[config.mk]
export PLATFORM = sky130hd
export DESIGN_NAME = vga_scan_gen_flat
export DESIGN_NICKNAME = d
export VERILOG_FILES = /design/src/rtl/vga_timing_pkg.sv /design/src/rtl/vga_scan_gen_if.sv /design/src/rtl/sync_delay.sv /design/src/rtl/vga_scan_gen.sv /design/src/flat_wrapper.sv
export SDC_FILE = /design/constraint.sdc
export NUM_CORES = 1
export LEC_CHECK = 0
export CAP_MARGIN = 10
export CORE_MARGIN = 4
export CORE_UTILIZATION = 40
export CTS_BUF_LIST = sky130_fd_sc_hd__clkbuf_4
export CTS_CLUSTER_DIAMETER = 150
export DETAILED_ROUTE_END_ITERATION = 10
export GPL_TIMING_DRIVEN = 0
export MAX_ROUTING_LAYER = met4
export PLACE_DENSITY_LB_ADDON = 0.1
export SYNTH_ARGS = -nofsm -noshare
export SYNTH_HDL_FRONTEND = slang
export SYNTH_SLANG_ARGS = --single-unit
[constraint.sdc]
create_clock -name clk -period 1.7 [get_ports clk]
set_input_delay 0.17 -clock clk [delete_from_list [all_inputs] [get_ports clk]]
set_output_delay 0.17 -clock clk [all_outputs]
set_load 0.005 [all_outputs]
[src/rtl/vga_timing_pkg.sv]
// Default 720p raster timing constants and coordinate widths shared by the scan generator.
package vga_timing_pkg;

  localparam int unsigned CoordXW = 11;
  localparam int unsigned CoordYW = 10;

  localparam int unsigned DefHActive = 1280;
  localparam int unsigned DefHFp     = 110;
  localparam int unsigned DefHSync   = 40;
  localparam int unsigned DefHBp     = 220;

  localparam int unsigned DefVActive = 720;
  localparam int unsigned DefVFp     = 5;
  localparam int unsigned DefVSync   = 5;
  localparam int unsigned DefVBp     = 20;

  function automatic int unsigned scan_total(input int unsigned active, input int unsigned fp,
                                             input int unsigned sync, input int unsigned bp);
    return active + fp + sync + bp;
  endfunction

  localparam int unsigned DefHTotal = scan_total(DefHActive, DefHFp, DefHSync, DefHBp);
  localparam int unsigned DefVTotal = scan_total(DefVActive, DefVFp, DefVSync, DefVBp);

endpackage

[src/rtl/vga_scan_gen_if.sv]
// Scan coordinate / overlay colour / display output bundle of the scan generator.
interface vga_scan_gen_if;

  logic [vga_timing_pkg::CoordXW-1:0] vga_x;
  logic [vga_timing_pkg::CoordYW-1:0] vga_y;
  logic                               valid;
  logic                               frame_start;
  logic [7:0]                         r;
  logic [7:0]                         g;
  logic [7:0]                         b;
  logic                               valid_px;
  logic                               hsync;
  logic                               vsync;
  logic                               de;
  logic [7:0]                         vga_r;
  logic [7:0]                         vga_g;
  logic [7:0]                         vga_b;

  modport master (
    output vga_x, vga_y, valid, frame_start, hsync, vsync, de, vga_r, vga_g, vga_b,
    input  r, g, b, valid_px
  );

  modport slave (
    input  vga_x, vga_y, valid, frame_start, hsync, vsync, de, vga_r, vga_g, vga_b,
    output r, g, b, valid_px
  );

endinterface

[src/rtl/sync_delay.sv]
// Fixed-depth shift register with synchronous active-low clear; Depth 0 is a wire.
module sync_delay #(
  parameter int unsigned Width = 3,
  parameter int unsigned Depth = 2
) (
  input  logic             clk_i,
  input  logic             clr_ni,
  input  logic [Width-1:0] d_i,
  output logic [Width-1:0] q_o
);

  if (Depth == 0) begin : g_bypass
    logic unused_bypass;
    assign unused_bypass = clk_i ^ clr_ni;
    assign q_o = d_i;
  end else begin : g_shift
    logic [Width-1:0] stage_q [Depth];

    always_ff @(posedge clk_i) begin
      if (!clr_ni) begin
        for (int i = 0; i < Depth; i++) stage_q[i] <= '0;
      end else begin
        stage_q[0] <= d_i;
        for (int i = 1; i < Depth; i++) stage_q[i] <= stage_q[i-1];
      end
    end

    assign q_o = stage_q[Depth-1];
  end

endmodule

[src/rtl/vga_scan_gen.sv]
// Raster scan generator with latency-aligned, registered sync/enable/colour output stage.
// Define VGA_TEST_PATTERN_EN to show colour bars on uncovered active pixels.
module vga_scan_gen
  import vga_timing_pkg::*;
#(
  parameter int unsigned H_ACTIVE    = DefHActive,
  parameter int unsigned H_FP        = DefHFp,
  parameter int unsigned H_SYNC      = DefHSync,
  parameter int unsigned H_BP        = DefHBp,
  parameter int unsigned V_ACTIVE    = DefVActive,
  parameter int unsigned V_FP        = DefVFp,
  parameter int unsigned V_SYNC      = DefVSync,
  parameter int unsigned V_BP        = DefVBp,
  parameter int unsigned PIX_LATENCY = 2,
  parameter logic [23:0] BG_COLOR    = 24'h000000
) (
  input  logic           clk,
  input  logic           reset,
  vga_scan_gen_if.master vga
);

  localparam int unsigned HTotal = scan_total(H_ACTIVE, H_FP, H_SYNC, H_BP);
  localparam int unsigned VTotal = scan_total(V_ACTIVE, V_FP, V_SYNC, V_BP);

  localparam logic [CoordXW-1:0] HLast   = CoordXW'(HTotal - 1);
  localparam logic [CoordXW-1:0] HAct    = CoordXW'(H_ACTIVE);
  localparam logic [CoordXW-1:0] HSyncLo = CoordXW'(H_ACTIVE + H_FP);
  localparam logic [CoordXW-1:0] HSyncHi = CoordXW'(H_ACTIVE + H_FP + H_SYNC);
  localparam logic [CoordYW-1:0] VLast   = CoordYW'(VTotal - 1);
  localparam logic [CoordYW-1:0] VAct    = CoordYW'(V_ACTIVE);
  localparam logic [CoordYW-1:0] VSyncLo = CoordYW'(V_ACTIVE + V_FP);
  localparam logic [CoordYW-1:0] VSyncHi = CoordYW'(V_ACTIVE + V_FP + V_SYNC);

`ifdef VGA_TEST_PATTERN_EN
  localparam int unsigned CtrlW = 6;
`else
  localparam int unsigned CtrlW = 3;
`endif

  logic [CoordXW-1:0] h_cnt_q, h_cnt_d;
  logic [CoordYW-1:0] v_cnt_q, v_cnt_d;
  logic               h_wrap, active, hsync_raw, vsync_raw;
  logic [CtrlW-1:0]   ctrl_raw, ctrl_dly;
  logic               hsync_q, vsync_q, de_q;
  logic [23:0]        color_q, color_d, fill;

  always_comb begin
    h_wrap  = (h_cnt_q == HLast);
    h_cnt_d = h_wrap ? '0 : h_cnt_q + 1'b1;
    v_cnt_d = v_cnt_q;
    if (h_wrap) v_cnt_d = (v_cnt_q == VLast) ? '0 : v_cnt_q + 1'b1;
  end

  // Reset parks on the last count so the first released edge lands on (0,0).
  always_ff @(posedge clk) begin
    if (!reset) begin
      h_cnt_q <= HLast;
      v_cnt_q <= VLast;
    end else begin
      h_cnt_q <= h_cnt_d;
      v_cnt_q <= v_cnt_d;
    end
  end

  assign active    = (h_cnt_q < HAct) && (v_cnt_q < VAct);
  assign hsync_raw = (h_cnt_q >= HSyncLo) && (h_cnt_q < HSyncHi);
  assign vsync_raw = (v_cnt_q >= VSyncLo) && (v_cnt_q < VSyncHi);

`ifdef VGA_TEST_PATTERN_EN
  assign ctrl_raw = {h_cnt_q[9:7], hsync_raw, vsync_raw, active};
`else
  assign ctrl_raw = {hsync_raw, vsync_raw, active};
`endif

  sync_delay #(
    .Width (CtrlW),
    .Depth (PIX_LATENCY)
  ) u_sync_delay (
    .clk_i  (clk),
    .clr_ni (reset),
    .d_i    (ctrl_raw),
    .q_o    (ctrl_dly)
  );

  always_comb begin
`ifdef VGA_TEST_PATTERN_EN
    fill = {{8{ctrl_dly[5]}}, {8{ctrl_dly[4]}}, {8{ctrl_dly[3]}}};
`else
    fill = BG_COLOR;
`endif
    color_d = '0;
    if (ctrl_dly[0]) color_d = vga.valid_px ? {vga.r, vga.g, vga.b} : fill;
  end

  always_ff @(posedge clk) begin
    if (!reset) begin
      hsync_q <= 1'b0;
      vsync_q <= 1'b0;
      de_q    <= 1'b0;
      color_q <= '0;
    end else begin
      hsync_q <= ctrl_dly[2];
      vsync_q <= ctrl_dly[1];
      de_q    <= ctrl_dly[0];
      color_q <= color_d;
    end
  end

  assign vga.vga_x       = h_cnt_q;
  assign vga.vga_y       = v_cnt_q;
  assign vga.valid       = active;
  assign vga.frame_start = (h_cnt_q == '0) && (v_cnt_q == '0);
  assign vga.hsync       = hsync_q;
  assign vga.vsync       = vsync_q;
  assign vga.de          = de_q;
  assign vga.vga_r       = color_q[23:16];
  assign vga.vga_g       = color_q[15:8];
  assign vga.vga_b       = color_q[7:0];

endmodule

[src/flat_wrapper.sv]
// flat-port wrapper written by rule: the top's interface ports become plain ports
module vga_scan_gen_flat import vga_timing_pkg::*;
#(
  parameter int unsigned H_ACTIVE    = DefHActive,
  parameter int unsigned H_FP        = DefHFp,
  parameter int unsigned H_SYNC      = DefHSync,
  parameter int unsigned H_BP        = DefHBp,
  parameter int unsigned V_ACTIVE    = DefVActive,
  parameter int unsigned V_FP        = DefVFp,
  parameter int unsigned V_SYNC      = DefVSync,
  parameter int unsigned V_BP        = DefVBp,
  parameter int unsigned PIX_LATENCY = 2,
  parameter logic [23:0] BG_COLOR    = 24'h000000
)
  (clk, reset, vga_vga_x, vga_vga_y, vga_valid, vga_frame_start, vga_hsync, vga_vsync, vga_de, vga_vga_r, vga_vga_g, vga_vga_b, vga_r, vga_g, vga_b, vga_valid_px);
  vga_scan_gen_if vga_i ();
  input  logic clk;
  input  logic reset;
  output wire logic [$bits(vga_i.vga_x)-1:0] vga_vga_x;
  output wire logic [$bits(vga_i.vga_y)-1:0] vga_vga_y;
  output wire logic [$bits(vga_i.valid)-1:0] vga_valid;
  output wire logic [$bits(vga_i.frame_start)-1:0] vga_frame_start;
  output wire logic [$bits(vga_i.hsync)-1:0] vga_hsync;
  output wire logic [$bits(vga_i.vsync)-1:0] vga_vsync;
  output wire logic [$bits(vga_i.de)-1:0] vga_de;
  output wire logic [$bits(vga_i.vga_r)-1:0] vga_vga_r;
  output wire logic [$bits(vga_i.vga_g)-1:0] vga_vga_g;
  output wire logic [$bits(vga_i.vga_b)-1:0] vga_vga_b;
  input wire logic [$bits(vga_i.r)-1:0] vga_r;
  input wire logic [$bits(vga_i.g)-1:0] vga_g;
  input wire logic [$bits(vga_i.b)-1:0] vga_b;
  input wire logic [$bits(vga_i.valid_px)-1:0] vga_valid_px;
  assign vga_vga_x = vga_i.vga_x;
  assign vga_vga_y = vga_i.vga_y;
  assign vga_valid = vga_i.valid;
  assign vga_frame_start = vga_i.frame_start;
  assign vga_hsync = vga_i.hsync;
  assign vga_vsync = vga_i.vsync;
  assign vga_de = vga_i.de;
  assign vga_vga_r = vga_i.vga_r;
  assign vga_vga_g = vga_i.vga_g;
  assign vga_vga_b = vga_i.vga_b;
  assign vga_i.r = vga_r;
  assign vga_i.g = vga_g;
  assign vga_i.b = vga_b;
  assign vga_i.valid_px = vga_valid_px;
  vga_scan_gen #(.H_ACTIVE(H_ACTIVE), .H_FP(H_FP), .H_SYNC(H_SYNC), .H_BP(H_BP), .V_ACTIVE(V_ACTIVE), .V_FP(V_FP), .V_SYNC(V_SYNC), .V_BP(V_BP), .PIX_LATENCY(PIX_LATENCY), .BG_COLOR(BG_COLOR)) u_core (.clk(clk), .reset(reset), .vga(vga_i));
endmodule
==> flow_metrics.env, run 1 <==
export IMPL_slew_headroom=0.695
export IMPL_dominantRegCellSynth="dfxtp_1"
export IMPL_fillers=449
export IMPL_hold_violations=0
export IMPL_tritoncts="done"
export IMPL_tightest_slew_ns=0.458
export IMPL_die_x_um=80.4
export IMPL_fin_worst_skew_ns=0.0100
export IMPL_path_cells="inv_4 > ha_4 > nor4b_4 > nand4_1 > nor4b_2 > buf_2"
export IMPL_pin_count=77
export IMPL_use_met1=0.211
export IMPL_post_drt_wl_per_cell_um=13.6
export IMPL_yosys_warnings=0
export IMPL_clockBufferDepth=2
export IMPL_place_congestion=0.844
export IMPL_yosysTopAreaCellShare=0.516
export IMPL_numCtsBuffers=5
export IMPL_syn_num_nets=247
export IMPL_clock_latency_ns=0.38
export IMPL_diodes=0
export IMPL_cp_start_kind="flop"
export IMPL_synth_cell_type_count=40
export IMPL_finalPower_w=0.00451
export IMPL_synth_common_cells="dfxtp_1 (54), and2_1 (31), nand3_1 (12)"
export IMPL_drive_above_1_share=0.197
export IMPL_leakage_nw=1.29
export IMPL_synthCells=213
export IMPL_clock_sinks=54
export IMPL_dp_slack_ns=-0.397
export IMPL_cp_slowest_cell="dfxtp_4"
export IMPL_grt_first_pass_wirelength_um=8250
export IMPL_violations="setup timing"
export IMPL_port_buffers=76
export IMPL_num_nets_final=343
export IMPL_rows=26
export IMPL_ys_top_cells_by_area="dfxtp_1 (52%), and2_1 (9.3%), ha_1 (4.2%)"
export IMPL_vias=1913
export IMPL_synth_edf_count=0
export IMPL_track_usage=0.166
export IMPL_endpoint_kind="output port"
export IMPL_viasPerCell=5.03
export IMPL_syn2layout_area_growth_pct=56.4
export IMPL_fin_crit_sh=1.11
export IMPL_hold_start="vga_g[7]"
export IMPL_start_util=0.410
export IMPL_ir_drop_v=0.000895
export IMPL_status="finished with violations"
export IMPL_rr_endpoint="u_core.vga.vga_y[8]"
export IMPL_path_clk_slew_ns=0.16
export IMPL_post_dp_cell_area_sq_um=2950
export IMPL_use_met2=0.254
export IMPL_first_pass_iters=4
export IMPL_antenna_found_initial=0
export IMPL_power_density_nw_per_um2=1380
export IMPL_postSynthAreaPerCell_sq_um=9.84
export IMPL_r2r_slack_ns=-0.02
export IMPL_fin_area_sq_um=3280
export IMPL_r2r_start="u_core.vga.vga_x[1]"
export IMPL_rsz0062_at_grt="true"
export IMPL_grt_max_degree=19
export IMPL_fmaxAchievable_mhz=531
export IMPL_busiest_layer="met2"
export IMPL_cts_root_buf="clkbuf_4"
export IMPL_path_class="reg -> out"
export IMPL_synth_async_sr_flop_share=0
export IMPL_cts_max_level=2
export IMPL_crit_family="simple AND/OR/NAND/NOR gates"
export IMPL_die_y_um=80.4
export IMPL_ant_nets=0
export IMPL_yosysSeqAreaShare=0.516
export IMPL_dieArea_sq_um=6460
export IMPL_setup_slack_ns=-0.182
export IMPL_setup_viol=2
export IMPL_max_cap_viol_count=0
export IMPL_grt_remaining_overflow=0
export IMPL_hp_class="in -> reg"
export IMPL_crit_arrival_ns=1.71
export IMPL_drc=0
export IMPL_yosys_area_top_type="dfxtp_1"
export IMPL_hpwl_um=3540
export IMPL_finalMaxSlewViolations=0
export IMPL_met3_usage=0.0370
export IMPL_reg2reg_depth=7
export IMPL_grt_pass1_vias=1804
export IMPL_syn_cell_area_sq_um=2100
export IMPL_routed_wl_um=5180
export IMPL_synth_seq_cells=54
export IMPL_drtIter0Drc=73
export IMPL_required_ns=1.53
export IMPL_synth_most_common_cell="dfxtp_1"
export IMPL_whs_path_depth=2
export IMPL_cp_slowest_stage_delay_ns=0.38
export IMPL_fin_setup_tns_ns=-0.204
export IMPL_worst_path_max_fanout=2
export IMPL_period_minus_slack_ns=1.88
export IMPL_holdPathEnd="u_core.color_q[15]"
export IMPL_critPathBufInv=2
export IMPL_coreArea_sq_um=5110
## power by group
group / switching, W / internal, W / total [W] / leakage [nW]
clock network: 0.000414 / 0.000318 / 0.000732 / 0.0458
logic: 0.000899 / 0.00112 / 0.00202 / 0.800
registers: 0.000276 / 0.00148 / 0.00176 / 0.440
## sequential cells by signal (all words and copies together), names as in the netlist
signal,flops
u_core.color_q,24
u_core.vga.vga_x,11
u_core.vga.vga_y,10
u_core.u_sync_delay.g_shift.stage_q,6
u_core.vga.de,1
u_core.vga.hsync,1
u_core.vga.vsync,1
## metal layers
| layer | vias to the layer above | share of wire | routed length, um |
|---|---|---|---|
| li1 | 944 | - | - |
| met1 | 875 | 0.47 | 2430 |
| met3 | 14 | 0.077 | 399 |
| met4 | 0 | 0.019 | 101 |
| met5 | - | 0 | 0 |
| met2 | 80 | 0.43 | 2250 |
## layout make-up
type                    count  area, sq um  share of cell area
plain buffers               8         52.6              0.0160
clock buffers               5         37.5              0.0115
well taps                  70         87.6              0.0267
repair buffers             91          873               0.266
clock inverters             3         47.5              0.0145
multi-input cells         141         1020               0.311
flip-flops and latches     54         1120               0.343
inverters                   8         35.0              0.0107
## worst max path at each step
| stage | start | to | slack (ns) | cells after the start |
|---|---|---|---|---|
| finish | u_core.vga.vga_x[1] | vga_frame_start | -0.18 | 6 |
| global route | u_core.vga.vga_x[1] | vga_frame_start | -0.35 | 6 |
| CTS | u_core.vga.vga_x[0] | vga_frame_start | -0.14 | 6 |
| detailed placement | u_core.vga.vga_x[1] | vga_frame_start | -0.40 | 6 |
| global placement | u_core.vga.vga_x[1] | vga_frame_start | -0.39 | 6 |
| floorplan | u_core.vga.vga_y[1] | u_core.vga.vga_y[6] | 0.002 | 7 |
## what timing repair did
action	4_1_cts	5_1_grt
gates resized for setup	42	18
pin swaps	5	8
endpoints found under the hold margin	0	0
hold buffers	0	0
buffers inserted	11	5
endpoints found under the setup margin	21	18
## placed cells by master (no fill, tap or decap), drive strengths merged, types with 2 or more instances in the layout
cell and instances:
nand4b 2, xor2 6, clkinv 2, o21ai 11, and3 5, nor3 2
a21oi 10, nand4 9, and4 3, o211ai 2, nand3 13, dfxtp 54
inv 8, nor4 3, buf 18, clkdlybuf4s50 73, or3 3, clkbuf 11
ha 7, or4b 2, nor4b 2, and2 32, nand2 6, nor2 10
## cell families (layout without fill, tap and decap cells)
logic type               Yosys count  count (layout)  share of synthesized area
AO/OA/AOI/OAI                     34              34                      0.103
XOR/XNOR                           7               7                     0.0293
adder cells (fa/ha/maj)            7               7                     0.0418
buffers and inverters             18             115                     0.0370
flip-flops                        54              54                      0.516
multiplexers                       1               1                    0.00478
AND/OR/NAND/NOR                   92              92                      0.268
## per-stage QoR
stage / std cells / hold WS (ns) / util
4_1_cts: 375 / 0.318 / 0.623
5_1_grt: 380 / 0.302 / 0.642
3_5_place_dp: 359 / 0.419 / 0.577
3_3_place_gp: 359 / 0.416 / 0.577
2_1_floorplan: 213 / 0.292 / -
6_report: 380 / 0.328 / 0.642
Note: power is estimated with default switching activity, not from simulation.
==> run 2, diff against run 1 <==
--- a/config.mk
+++ b/config.mk
@@ -5,7 +5,7 @@
 export SDC_FILE = /design/constraint.sdc
 export NUM_CORES = 1
 export LEC_CHECK = 0
-export CAP_MARGIN = 10
+export CAP_MARGIN = 20
 export CORE_MARGIN = 4
 export CORE_UTILIZATION = 40
 export CTS_BUF_LIST = sky130_fd_sc_hd__clkbuf_4
==> constraint.sdc (replaced) <==
create_clock -name clk -period 2.1 [get_ports clk]
set_input_delay 0.21 -clock clk [delete_from_list [all_inputs] [get_ports clk]]
set_output_delay 0.21 -clock clk [all_outputs]
set_load 0.005 [all_outputs]
==> run 2 against run 1 <==
Net effect: the flow now finishes without violations; first-iteration DRC count down 12%; register-to-register slack better by 0.21 ns; cell area shrank 6.6%; worst setup slack improved by 0.32 ns; wire length about the same; sequential share of layout area up 1.4 points; total power is 28% lower; critical path depth decreased by 3; global-route usage increased by 0.78 points; critical endpoint is now vga_valid; via count shrank 1.8%.
==> flow_metrics.env, run 2 (synthesis gave the netlist of run 1 again) <==
export IMPL_status="finished clean"
export IMPL_clockPowerShare=0.178
export IMPL_grt_first_pass_wirelength_um=8670
export IMPL_vias=1879
export IMPL_numCtsBuffers=5
export IMPL_ant_nets=0
export IMPL_whs_ns=0.385
export IMPL_whs_path_depth=2
export IMPL_track_usage=0.174
export IMPL_syn2layout_area_growth_pct=46.1
export IMPL_coreArea_sq_um=5110
export IMPL_final_cell_mix="clkdlybuf4s50_1 (75), dfxtp_1 (49), and2_1 (31)"
export IMPL_clock_latency_ns=0.36
export IMPL_tritoncts="done"
export IMPL_clockBufferDepth=2
export IMPL_cp_start_kind="flop"
export IMPL_cts_hold_buffers=0
export IMPL_hpwl_um=3710
export IMPL_crit_arrival_ns=1.75
export IMPL_drc=0
export IMPL_dieArea_sq_um=6460
export IMPL_grt_max_degree=17
export IMPL_tightest_slew_ns=0.518
export IMPL_final_common_cell="clkdlybuf4s50_1"
export IMPL_worst_path_max_fanout=6
export IMPL_p_sw_frac=0.362
export IMPL_holdPathEnd="u_core.color_q[0]"
export IMPL_path_class="reg -> out"
export IMPL_grt_pass1_vias=1785
export IMPL_fmaxAchievable_mhz=511
export IMPL_leakage_nw=1.18
export IMPL_reg2reg_depth=6
export IMPL_routed_wl_um=5180
export IMPL_r2r_slack_ns=0.19
export IMPL_rsz0062_at_grt="false"
export IMPL_dp_slack_ns=0.0204
export IMPL_first_pass_iters=4
export IMPL_fin_setup_tns_ns=0
export IMPL_postLayoutCoreUtil=0.600
export IMPL_rr_endpoint="u_core.vga.vga_y[4]"
export IMPL_setup_slack_ns=0.143
export IMPL_slew_headroom=0.655
export IMPL_clock_sinks=54
export IMPL_p_sw_w=0.00118
export IMPL_drtIter0Drc=64
export IMPL_diodes=0
export IMPL_port_buffers=76
export IMPL_endpoint_kind="output port"
export IMPL_viasPerCell=5.11
export IMPL_grt_remaining_overflow=0
export IMPL_die_y_um=80.4
export IMPL_hp_class="in -> reg"
export IMPL_hold_start="vga_b[0]"
export IMPL_required_ns=1.89
export IMPL_setup_viol=0
export IMPL_post_drt_wl_per_cell_um=14.1
export IMPL_cts_max_level=2
export IMPL_die_x_um=80.4
export IMPL_max_cap_viol_count=0
export IMPL_fin_area_sq_um=3060
export IMPL_start_util=0.410
export IMPL_pin_count=77
export IMPL_largest_reg_flops=24
export IMPL_p_int_w=0.00208
export IMPL_path_clk_slew_ns=0.15
export IMPL_antenna_found_initial=0
export IMPL_hold_violations=0
export IMPL_rows=26
export IMPL_cts_root_buf="clkbuf_4"
export IMPL_power_density_nw_per_um2=1060
export IMPL_post_dp_cell_area_sq_um=2940
export IMPL_place_congestion=0.884
export IMPL_ir_drop_v=0.000521
export IMPL_r2r_start="u_core.vga.vga_y[1]"
export IMPL_num_nets_final=331
export IMPL_fin_crit_sh=0.932
export IMPL_pwr_share_comb=0.393
export IMPL_top_register="u_core.color_q"
export IMPL_drive_above_1_share=0.0805
export IMPL_finalMaxSlewViolations=0
export IMPL_fin_worst_skew_ns=0.00868
export IMPL_p_seq_frac=0.429
export IMPL_period_minus_slack_ns=1.96
-- run 2: changes by cell type in the layout (fill, tap and decap cells not counted), sizes merged --
cell	previous run	this run
dlygate4sd2	1	0
clkinvlp	0	1
clkbuf	11	12
buf	18	6
clkinv	2	1
dlymetal6s2s	1	0
inv	8	7
clkdlybuf4s50	73	75
-- run 2: how the worst max path moves through the flow --
stage	startpoint	end	slack, ns
floorplan	u_core.vga.vga_y[0]	u_core.vga.vga_y[6]	0.37
global placement	u_core.vga.vga_x[1]	vga_frame_start	-0.03
detailed placement	u_core.vga.vga_x[1]	vga_frame_start	0.02
CTS	u_core.vga.vga_x[0]	vga_frame_start	0.01
global route	u_core.vga.vga_y[1]	u_core.vga.vga_y[4]	0.009
finish	u_core.vga.vga_y[9]	vga_valid	0.14
-- run 2: worst max-delay path: stages (launching register included) --
cell	delay (ns)
dfxtp_1	0.45
nand4b_1	0.19
o211a_1	0.29
clkdlybuf4s50_1	0.45
-- run 2: per-layer routing --
metal | vias to the layer above | GRT usage | routed length (um)
met2 | 91 | 0.257 | 2250
met5 | - | - | 0
met3 | 5 | 0.0426 | 479
li1 | 922 | - | -
met1 | 861 | 0.233 | 2400
met4 | 0 | 0.0591 | 46
-- run 2: power groups by stage --
stage,logic [W],clock network [W],registers (W)
after floorplan,0.000723,0,0.00137
after global placement,0.00123,0,0.00141
after detailed placement,0.00125,0,0.00142
after CTS,0.00130,0.000596,0.00138
after global routing,0.00142,0.000647,0.00143
final,0.00128,0.000580,0.00140
-- run 2: stage by stage --
stage | total power, W | cells
5_1_grt | 0.00350 | 368
3_3_place_gp | 0.00264 | 359
6_report | 0.00326 | 368
4_1_cts | 0.00328 | 369
2_1_floorplan | 0.00209 | 213
3_5_place_dp | 0.00266 | 359
-- run 2: cell type report --
type | count | area [sq um]
inverter | 8 | 30.0
multi-input combinational | 141 | 956
clock buffer | 6 | 45.0
timing repair buffer | 78 | 771
sequential | 54 | 1090
tap | 70 | 87.6
fill | 483 | 2040
buffer | 9 | 43.8
clock inverter | 2 | 37.5
-- run 2: what timing repair did --
action | 4_1_cts | 5_1_grt
endpoints found under the setup margin | 1 | 4
buffers inserted | 2 | 0
pin swaps | 1 | 1
gates resized for setup | 7 | 7
==> run 3, diff against run 2 <==
--- a/config.mk
+++ b/config.mk
@@ -13,7 +13,7 @@
 export DETAILED_ROUTE_END_ITERATION = 10
 export GPL_TIMING_DRIVEN = 0
 export MAX_ROUTING_LAYER = met4
-export PLACE_DENSITY_LB_ADDON = 0.1
+export PLACE_DENSITY = 0.8
 export SYNTH_ARGS = -nofsm -noshare
 export SYNTH_HDL_FRONTEND = slang
 export SYNTH_SLANG_ARGS = --single-unit
==> run 3 against run 2 <==
Net effect: hold slack got worse by 0.015 ns; wire length increased by 5.8%; sequential power about the same; core utilization decreased by 0.47 points; non-clock buffer count decreased by 2; die area unchanged; critical path depth increased by 3; largest power group unchanged; sequential share of layout area increased by 0.44 points.
==> flow_metrics.env, run 3 (synthesis gave the netlist of run 1 again) <==
export IMPL_hpwl_um=3950
export IMPL_multiInputGateArea_sq_um=971
export IMPL_largest_reg_flops=24
export IMPL_required_ns=1.89
export IMPL_cts_root_buf="clkbuf_4"
export IMPL_grt_pass1_vias=1733
export IMPL_slew_headroom=0.657
export IMPL_use_met1=0.219
export IMPL_clockBufferDepth=2
export IMPL_dp_cells=359
export IMPL_vias=1917
export IMPL_clock_latency_ns=0.37
export IMPL_hold_violations=0
export IMPL_post_drt_wl_per_cell_um=15.0
export IMPL_drc=0
export IMPL_numCtsBuffers=5
export IMPL_routed_wl_um=5480
export IMPL_seqCellArea_sq_um=1100
export IMPL_viasPerCell=5.24
export IMPL_worst_path_max_fanout=9
export IMPL_rows=26
export IMPL_status="finished clean"
export IMPL_post_dp_cell_area_sq_um=2940
export IMPL_ir_drop_v=0.000502
export IMPL_cts_hold_buffers=0
export IMPL_power_density_nw_per_um2=1030
export IMPL_fillers=446
export IMPL_grt_max_degree=18
export IMPL_place_congestion=0.861
export IMPL_die_y_um=80.4
export IMPL_path_clk_slew_ns=0.16
export IMPL_use_met2=0.267
export IMPL_first_pass_iters=4
export IMPL_tightest_slew_ns=0.515
export IMPL_crit_arrival_ns=1.80
export IMPL_num_nets_final=329
export IMPL_fin_setup_tns_ns=0
export IMPL_ant_nets=0
export IMPL_clock_sinks=54
export IMPL_diodes=0
export IMPL_top_register="u_core.color_q"
export IMPL_max_cap_viol_count=0
export IMPL_setup_viol=0
export IMPL_drtIter0Drc=66
export IMPL_fin_crit_sh=0.959
export IMPL_grt_remaining_overflow=0
export IMPL_met3_usage=0.0516
export IMPL_cts_max_level=2
export IMPL_antenna_found_initial=0
export IMPL_fin_area_sq_um=3040
export IMPL_fmaxAchievable_mhz=497
export IMPL_leakage_nw=1.16
export IMPL_endpoint_kind="output port"
export IMPL_hp_class="in -> reg"
export IMPL_port_buffers=76
export IMPL_coreArea_sq_um=5110
export IMPL_grt_first_pass_wirelength_um=8450
export IMPL_fin_cells=366
export IMPL_cp_start_kind="flop"
export IMPL_drive_above_1_share=0.0811
export IMPL_busiest_layer="met2"
export IMPL_final_common_cell="clkdlybuf4s50_1"
export IMPL_fin_worst_skew_ns=0.0105
export IMPL_path_class="reg -> out"
export IMPL_tritoncts="done"
export IMPL_period_minus_slack_ns=2.01
export IMPL_dieArea_sq_um=6460
export IMPL_start_util=0.410
export IMPL_die_x_um=80.4
export IMPL_final_cell_mix="clkdlybuf4s50_1 (75), dfxtp_1 (47), and2_1 (31)"
export IMPL_track_usage=0.174
export IMPL_syn2layout_area_growth_pct=45.0
export IMPL_pin_count=77
export IMPL_finalMaxSlewViolations=0
run 3: cell count changes in the layout (fill, tap and decap cells not counted), sizes merged:
cell    change
bufinv      -1
clkinv      +1
clkbuf      -1
buf         -2
inv         +1
run 3: power by group:
part           internal [W]  total (W)  switching (W)
combinational      0.000623    0.00126       0.000634
sequential          0.00118    0.00142       0.000242
clock              0.000132   0.000460       0.000328
total               0.00194    0.00314        0.00120
run 3: what timing repair did:
| action | CTS | global route |
|---|---|---|
| pin swaps | 2 | 3 |
| gates resized for setup | 7 | 12 |
| buffers inserted | 1 | 0 |
| endpoints found under the setup margin | 1 | 5 |
run 3: through the flow:
stage	power, W	util	hold slack, ns	setup WS (ns)
after CTS	0.00313	0.592	0.369	0.00216
after detailed placement	0.00266	0.576	0.417	-0.0436
after global routing	0.00337	0.595	0.351	-0.0137
after global placement	0.00263	0.576	0.414	-0.0521
final	0.00314	0.595	0.370	0.0868
after floorplan	0.00209	-	0.332	0.369
run 3: area by class of cell:
cell class / instances / area share
sequential: 54 / 0.361
multi-input combinational: 141 / 0.319
timing repair buffer: 77 / 0.251
tap: 70 / 0.0288
clock buffer: 5 / 0.0124
buffer: 8 / 0.0107
inverter: 8 / 0.00988
clock inverter: 3 / 0.00659
run 3: metal layers:
layer,part of all wire,wire [um]
met5,0,0
met4,0.011,61
met3,0.12,670
met2,0.44,2430
met1,0.42,2320
run 3: final timing paths:
| path | start | endpoint | slack, ns | cells after the start |
|---|---|---|---|---|
| worst max register to register | u_core.vga.vga_y[0] | u_core.vga.vga_y[6] | 0.18 | 5 |
| worst min register to register | u_core.u_sync_delay.g_shift.stage_q[0][5] | u_core.vga.hsync | 0.44 | 1 |
| worst min-delay path | vga_r[4] | u_core.color_q[20] | 0.37 | 2 |
| worst max-delay path | u_core.vga.vga_x[0] | vga_frame_start | 0.09 | 6 |
run 3: critical path, cell delays in order (launching register included):
cell     delay (ns)
dfxtp_4        0.41
inv_1          0.06
ha_1           0.13
nor4b_2        0.19
nand4_1        0.15
nor4b_2        0.33
buf_2          0.17
